**src/rtl/fsm_state_coverage_monitor.sv**
```systemverilog
// Windowed coverage monitor for an FSM state stream: per-window report of unvisited legal
// states, illegal encodings, saturating transition count and a stuck-state flag.
module fsm_state_coverage_monitor #(
    parameter int unsigned STATE_W     = 2,
    parameter int unsigned NUM_STATES  = 3,
    parameter int unsigned CNT_W       = 8,
    parameter int unsigned WINDOW      = 64,
    parameter int unsigned STUCK_LIMIT = 16
) (
    input  logic                  clk,
    input  logic                  rst_n,
    input  logic [STATE_W-1:0]    state_in,
    input  logic                  state_vld,
    output logic                  rpt_valid,
    input  logic                  rpt_ready,
    output logic [2**STATE_W-1:0] rpt_unvisited,
    output logic                  rpt_illegal,
    output logic                  rpt_stuck,
    output logic [CNT_W-1:0]      rpt_trans_cnt
);

    localparam int unsigned NumEnc = 2**STATE_W;
    localparam int unsigned SampW  = $clog2(WINDOW + 1);
    localparam int unsigned RunW   = $clog2(STUCK_LIMIT + 1);

    localparam logic [SampW-1:0]   WindowLast = SampW'(WINDOW);
    localparam logic [RunW-1:0]    StuckLim   = RunW'(STUCK_LIMIT);
    localparam logic [STATE_W:0]   NumLegal   = (STATE_W + 1)'(NUM_STATES);
    localparam logic [CNT_W-1:0]   TransMax   = '1;

    typedef enum logic [1:0] {StIdle, StCollect, StReport} state_e;

    state_e               state_q, state_d;
    logic [NumEnc-1:0]    visited_q, visited_d;
    logic                 illegal_q, illegal_d;
    logic [CNT_W-1:0]     trans_q, trans_d;
    logic [RunW-1:0]      run_q, run_d;
    logic                 stuck_q, stuck_d;
    logic [STATE_W-1:0]   prev_q, prev_d;
    logic [SampW-1:0]     count_q, count_d;
    logic [NumEnc-1:0]    rpt_unvisited_q, rpt_unvisited_d;
    logic                 rpt_illegal_q, rpt_illegal_d;
    logic                 rpt_stuck_q, rpt_stuck_d;
    logic [CNT_W-1:0]     rpt_trans_q, rpt_trans_d;

    logic [NumEnc-1:0]    legal_mask;
    logic                 first, accept, changed;
    logic [NumEnc-1:0]    visited_upd;
    logic                 illegal_upd, stuck_upd;
    logic [CNT_W-1:0]     trans_upd;
    logic [RunW-1:0]      run_upd;
    logic [SampW-1:0]     count_upd;

    always_comb begin
        legal_mask = '0;
        for (int unsigned s = 0; s < NumEnc; s++) begin
            legal_mask[s] = (s < NUM_STATES);
        end
    end

    // Accumulators are all-zero in StIdle, so the first sample needs no special gating
    // beyond suppressing the transition and restarting the run.
    always_comb begin
        first       = (state_q == StIdle);
        accept      = state_vld && (state_q != StReport);
        changed     = !first && (state_in != prev_q);
        visited_upd = visited_q | (NumEnc'(1) << state_in);
        illegal_upd = illegal_q | ({1'b0, state_in} >= NumLegal);
        trans_upd   = (changed && trans_q != TransMax) ? trans_q + CNT_W'(1) : trans_q;
        if (first || changed) begin
            run_upd = RunW'(1);
        end else if (run_q == StuckLim) begin
            run_upd = run_q;
        end else begin
            run_upd = run_q + RunW'(1);
        end
        stuck_upd = stuck_q | (run_upd == StuckLim);
        count_upd = count_q + SampW'(1);
    end

    always_comb begin
        state_d         = state_q;
        visited_d       = visited_q;
        illegal_d       = illegal_q;
        trans_d         = trans_q;
        run_d           = run_q;
        stuck_d         = stuck_q;
        prev_d          = prev_q;
        count_d         = count_q;
        rpt_unvisited_d = rpt_unvisited_q;
        rpt_illegal_d   = rpt_illegal_q;
        rpt_stuck_d     = rpt_stuck_q;
        rpt_trans_d     = rpt_trans_q;

        if (accept) begin
            visited_d = visited_upd;
            illegal_d = illegal_upd;
            trans_d   = trans_upd;
            run_d     = run_upd;
            stuck_d   = stuck_upd;
            prev_d    = state_in;
            count_d   = count_upd;
        end

        unique case (state_q)
            StIdle: begin
                if (accept) begin
                    state_d = StCollect;
                end
            end
            StCollect: begin
                if (accept && count_upd == WindowLast) begin
                    state_d         = StReport;
                    rpt_unvisited_d = ~visited_upd & legal_mask;
                    rpt_illegal_d   = illegal_upd;
                    rpt_stuck_d     = stuck_upd;
                    rpt_trans_d     = trans_upd;
                    // Window is handed off to the report registers; start clean.
                    visited_d       = '0;
                    illegal_d       = 1'b0;
                    trans_d         = '0;
                    run_d           = '0;
                    stuck_d         = 1'b0;
                    prev_d          = '0;
                    count_d         = '0;
                end
            end
            StReport: begin
                if (rpt_ready) begin
                    state_d         = StIdle;
                    rpt_unvisited_d = '0;
                    rpt_illegal_d   = 1'b0;
                    rpt_stuck_d     = 1'b0;
                    rpt_trans_d     = '0;
                end
            end
            default: state_d = StIdle;
        endcase
    end

    always_ff @(posedge clk) begin
        if (!rst_n) begin
            state_q         <= StIdle;
            visited_q       <= '0;
            illegal_q       <= 1'b0;
            trans_q         <= '0;
            run_q           <= '0;
            stuck_q         <= 1'b0;
            prev_q          <= '0;
            count_q         <= '0;
            rpt_unvisited_q <= '0;
            rpt_illegal_q   <= 1'b0;
            rpt_stuck_q     <= 1'b0;
            rpt_trans_q     <= '0;
        end else begin
            state_q         <= state_d;
            visited_q       <= visited_d;
            illegal_q       <= illegal_d;
            trans_q         <= trans_d;
            run_q           <= run_d;
            stuck_q         <= stuck_d;
            prev_q          <= prev_d;
            count_q         <= count_d;
            rpt_unvisited_q <= rpt_unvisited_d;
            rpt_illegal_q   <= rpt_illegal_d;
            rpt_stuck_q     <= rpt_stuck_d;
            rpt_trans_q     <= rpt_trans_d;
        end
    end

    assign rpt_valid     = (state_q == StReport);
    assign rpt_unvisited = rpt_unvisited_q;
    assign rpt_illegal   = rpt_illegal_q;
    assign rpt_stuck     = rpt_stuck_q;
    assign rpt_trans_cnt = rpt_trans_q;

endmodule

```
**config.mk**
```make
export PLATFORM = sky130hd
export DESIGN_NAME = fsm_state_coverage_monitor
export DESIGN_NICKNAME = d
export VERILOG_FILES = /design/src/rtl/fsm_state_coverage_monitor.sv
export SDC_FILE = /design/constraint.sdc
export NUM_CORES = 1
export LEC_CHECK = 0
export CAP_MARGIN = 40
export CORE_MARGIN = 10
export CORE_UTILIZATION = 50
export CTS_BUF_LIST = sky130_fd_sc_hd__clkbuf_4
export DETAILED_ROUTE_END_ITERATION = 6
export PLACE_DENSITY = 0.72
export REMOVE_ABC_BUFFERS = 1
export SYNTH_ARGS = -nofsm -noshare
export SYNTH_HDL_FRONTEND = slang
export SYNTH_SLANG_ARGS = --single-unit
export TNS_END_PERCENT = 100
```
**constraint.sdc**
```tcl
create_clock -name clk -period 7.55 [get_ports clk]
set_clock_uncertainty 0.15 [all_clocks]
set_input_delay 0.755 -clock clk [delete_from_list [all_inputs] [get_ports clk]]
set_output_delay 0.755 -clock clk [all_outputs]
set_load 0.005 [all_outputs]
```
**After elaboration in Yosys (flattened, before gate mapping)**

Index checks and enable logic that the tools add are counted.

- Flip-flop bits (word level): 44
- Logic and storage cells: 81
- Output and inout bits: 15
- Input port bits: 6

- Shifts and indexed selects: 1
- $add $sub $neg: 3
- Reduce and logical (&&, ||, !) cells: 10
- Eq/ne operators: 11
- Bitwise logic cells: 4
- Mux-type cells: 39
- Magnitude comparators: 1

Operators by type and width:

| cell | count |
|---|---|
| $mux W8 | 6 |
| $mux W5 | 5 |
| $mux W7 | 3 |
| $mux W4 | 5 |
| $pmux W8 S2 | 1 |
| $mux W2 | 6 |
| $eq A5 B5 Y1 const B | 2 |
| $mux W1 | 9 |
| $add A8 B1 Y8 const B | 1 |
| $ne A8 B8 Y1 const B | 1 |
| $pmux W4 S2 | 1 |
| $add A7 B1 Y7 const B | 1 |
| $eq A7 B7 Y1 const B | 1 |
| $pmux W2 S3 | 1 |
| $reduce_and A3 Y1 | 2 |
| $add A5 B1 Y5 const B | 1 |
| $logic_and A1 B1 Y1 | 4 |
| $ne A2 B1 Y1 const B | 2 |
| $ne A2 B2 Y1 const B | 2 |
| $or A4 B4 Y4 | 1 |
| $pmux W1 S2 | 2 |
| $shl A1 B2 Y4 const A | 1 |
| $not A3 Y3 | 1 |
| $eq A2 B1 Y1 const B | 1 |
| 8 further kinds | 9 |

**Logic depth before layout (Yosys ltp)**

- Depth in word-level cells: 10
- Mapped depth: 8
- Depth with buffers taken out: 7

**Worst setup path after synthesis**

No wires, ideal clock.

- Path kind: register to register
- Start: reg count_q[0]
- End: reg count_q[0]
- Arrival: 2.107 ns
- Data required time: 7.283 ns
- Library setup time: 0.117 ns
- Path slack: 5.176 ns
- Stages on the path, launching flop included: 9
- Cell sequence: dfxtp_1 -> ha_1 -> or4_4 -> a21o_1 -> a211o_1 -> buf_6 -> nand2_1 -> buf_2 -> nor2_1

- Cells in the longest elaborated chain, start to end: 5
- Elaborated cells between the ends (all ways): 6
- Those cells by class: add/sub (1); eq/ne (1); mux (3); reduce/logical (1)

RTL lines:

| element | RTL line | source |
|---|---|---|
| from (decl) | 40 | `logic [SampW-1:0] count_q, count_d;` |
| from (signal assigned) | 163 | `count_q <= count_d;` |
| $add A7 B1 Y7 | 78 | `count_upd = count_q + SampW'(1);` |
| $eq A7 B7 Y1 | 112 | `if (accept && count_upd == WindowLast) begin` |
| $logic_and A1 B1 Y1 | 112 |  |
| $mux W7 | 112 |  |
| $mux W7 (*) | 105 | `unique case (state_q)` |

Mark *: on every way between the ends. The rest lies on a longest branch, timed or not.
A chain may end at the register's enable or synchronous reset.

**Worst setup path in the final report**

- Start: in state_vld
- End: reg visited_q[1]

- Cells in the longest elaborated chain, start to end: 4
- Elaborated cells between the ends (all ways): 5
- Those cells by class: mux (3); reduce/logical (2)

RTL lines:

| element | RTL line | source |
|---|---|---|
| from (decl) | 13 | `input logic state_vld,` |
| $logic_and A1 B1 Y1 (*) | 65 | `accept = state_vld && (state_q != StReport);` |
| $mux W4 / $logic_and A1 B1 Y1 (equally long branches) | 95, 112 |  |
| $mux W4 | 112 |  |
| $mux W4 (*) | 105 |  |
| to (signal assigned) | 157 | `visited_q <= visited_d;` |
| to (decl) | 34 | `logic [NumEnc-1:0] visited_q, visited_d;` |

Marked as above.

==> impl_metrics.yaml <==
clock_tree:
  htree_levels: 2
  post_cts_resized: 0
  hold_buffers: 0
  cts_made_buffers: 5
  clock_sinks: 42
  clock_tree.root_cell: "clkbuf_4"
  cts_tree: "done"
  cts.clk_slew.worst_paths_ps: 110
  cts_buffer_depth: 2
  clkLatencyLatePin_ps: 340
  post_cts_buffers: 0
placement:
  place_area_mm2: 0.00230
  io_buffer_count: 19
  dpl.hpwl_mm: 3.14
  gp_congestion: 0.810
  dp.cells: 313
logic_synthesis:
  syn_avg_cell_area_um2: 8.21
  synth_cells: 257
  async_flop_share_pct: 0
  ys_types: 45
  synth_ff_type: "dfxtp_1"
  synth_edf_count: 0
  ys_ff_latch: 42
  seq_area_frac_synth_pct: 39.9
  synth_area_mm2: 0.00211
  yosysWarnings: 0
worst_setup_path:
  cp-end-kind: "register"
  path_max_fanout: 28
  crit_path_start: "state_vld"
  arrival_ps: 3110
  rr_startpoint: "count_q[0]"
  path_class: "primary input to register"
  required_ps: 7640
  crit_path_start_kind: "primary input"
global_routing:
  track_usage_pct: 12.2
  grt_max_degree: 29
  grt_pass1_wl_mm: 7.51
  antenna_found_initial: 0
  grt_pass1_vias: 1589
  grt_overflow: 0
finish:
  most-common-layout-cells: "dfxtp_1, nor2_1, a21oi_1, nand2_1, clkdlybuf4s50_1"
  utilization_pct: 58.5
  final_nets: 281
  area_delta_synth_final_pct: 11.7
  final_area_mm2: 0.00236
  drive_gt1_share_pct: 3.69
  antennaDiodeCount: 0
  mostFrequentLayoutCell: "dfxtp_1"
  instances_no_fill: 321
die:
  die_x_um: 85.0
  ioPinCount: 21
  rows: 23
  die_y_um: 85.0
  start_util_pct: 52.4
  core_area_mm2: 0.00403
  die_area_mm2: 0.00722
detailed_routing:
  dr.pass1.iters: 4
  drt_iter0_drc: 130
  via_per_inst: 5.57
  num_vias: 1787
  ant_nets: 0
  wl_per_cell_um: 13.9
  drc: 0
  routed_wl_mm: 4.46
min_path:
  worstHoldStart: "prev_q[0]"
  hold_class: "register to register"
power_and_ir_drop:
  p_per_area_mw_per_mm2: 156
  power.net_switching_uw: 91.3
  power_frac_seq_pct: 62.8
  comb_power_share_pct: 8.1
  vdd_ir_drop_max_uv: 120
  clock_power_share_pct: 29.1
  internal_power_uw: 276
  switching_share_pct: 24.9
  p_leak_uw: 0.000838
timing:
  hold_violations: 0
  finalCritPeriodShare_pct: 40.0
  setup_viol: 0
  fmax_ghz: 0.331
  worstMarginPinSlew_ps: 795
  setup_tns_ps: 0
  fin_crit_ps: 3020
  drv_slew: 0
  slew_headroom_pct: 47.0
  rsz0062_at_grt: "no"
run:
  cap_violations: 0
run_status:
  status: "finished, final reports clean"
==> cell usage after synthesis (2+ instances only) <==
| library cell | number | area share [%] |
|---|---|---|
| a2111oi_0 | 2 | 0.83 |
| a211oi_1 | 3 | 1.1 |
| a21o_1 | 2 | 0.71 |
| a21oi_1 | 28 | 6.6 |
| a221oi_1 | 2 | 0.83 |
| a31oi_1 | 2 | 0.59 |
| and2_1 | 2 | 0.59 |
| and3_1 | 3 | 0.89 |
| and4_1 | 4 | 1.7 |
| buf_2 | 3 | 0.71 |
| buf_6 | 2 | 1.1 |
| clkbuf_1 | 7 | 1.2 |
| dfxtp_1 | 42 | 40 |
| ha_1 | 5 | 3.0 |
| inv_1 | 7 | 1.2 |
| mux2i_1 | 2 | 0.95 |
| nand2_1 | 23 | 4.1 |
| nand2b_1 | 7 | 2.1 |
| nand3_1 | 17 | 4.0 |
| nand4_1 | 5 | 1.5 |
| nor2_1 | 28 | 5.0 |
| nor3_1 | 8 | 1.9 |
| nor4_1 | 2 | 0.59 |
| nor4b_1 | 3 | 1.2 |
| o211ai_1 | 2 | 0.71 |
| o21ai_0 | 5 | 1.2 |
| o31ai_1 | 2 | 0.71 |
| or3_1 | 5 | 1.5 |
| xnor2_1 | 12 | 5.0 |
| xor2_1 | 7 | 2.9 |
==> flip-flops by register name, summed over array words and instances, names as in the netlist <==
| register | count |
|---|---|
| rpt_unvisited | 3 |
| rpt_stuck | 1 |
| illegal_q | 1 |
| state_q | 2 |
| trans_q | 8 |
| run_q | 5 |
| prev_q | 2 |
| rpt_trans_cnt | 8 |
| visited_q | 3 |
| rpt_illegal | 1 |
| count_q | 7 |
| stuck_q | 1 |
==> final timing paths <==
kind	endpoint	slack, ps	cells after the start
max	visited_q[1]	4530	7
min	prev_q[0]	320	2
max reg2reg	visited_q[1]	4550	7
min reg2reg	prev_q[0]	320	2
==> critical path: stages <==
cell	delay, ps
clkdlybuf4s50_1	520
nand3_1	90
a2111o_1	400
a211o_1	570
nand2_1	480
buf_8	220
nor3_1	60
==> logic make-up (layout without fill, tap and decap cells) <==
logic type               count (synthesis)  in the layout  synth area share [%]
AO/OA/AOI/OAI                           53             53                  15.5
XOR/XNOR                                19             19                  7.89
adder cells (fa/ha/maj)                  5              5                  2.97
buffers and inverters                   21             35                  4.80
flip-flops                              42             42                  39.9
multiplexers                             2              2                 0.949
other                                    1              1                 0.178
AND/OR/NAND/NOR                        114            114                  27.9
==> per-layer routing <==
layer  share of wire (%)  track usage [%]  routed length, um
met1                  47             14.9               2120
met5                   0                0                  0
met3                 6.0             4.21                268
met4                 1.3             4.49                 57
met2                  45             19.4               2010
==> cell type report <==
class                      instances  area [um^2]
clock buffer                       6         45.0
clock inverter                     2         8.76
fill                             378         1670
inverter                           7         26.3
multi-input combinational        194         1170
sequential                        42          841
tap                               50         62.6
timing repair buffer              20          205
==> power groups by stage <==
stage | Clock (uW) | Combinational (uW) | Sequential (uW)
after floorplan | 0 | 19.9 | 234
after global placement | 0 | 28.5 | 235
after detailed placement | 0 | 29.8 | 235
after CTS | 110 | 29.9 | 230
after global routing | 122 | 33.9 | 231
final | 107 | 29.7 | 230
==> per-stage QoR <==
step	hold WS (ps)	total power (uW)	setup WS (ps)
2_1_floorplan	280	254	4830
4_1_cts	327	370	4510
3_5_place_dp	310	265	4130
5_1_grt	342	387	4320
6_report	325	367	4530
3_3_place_gp	297	264	3950
(Power assumes the default switching activity.)
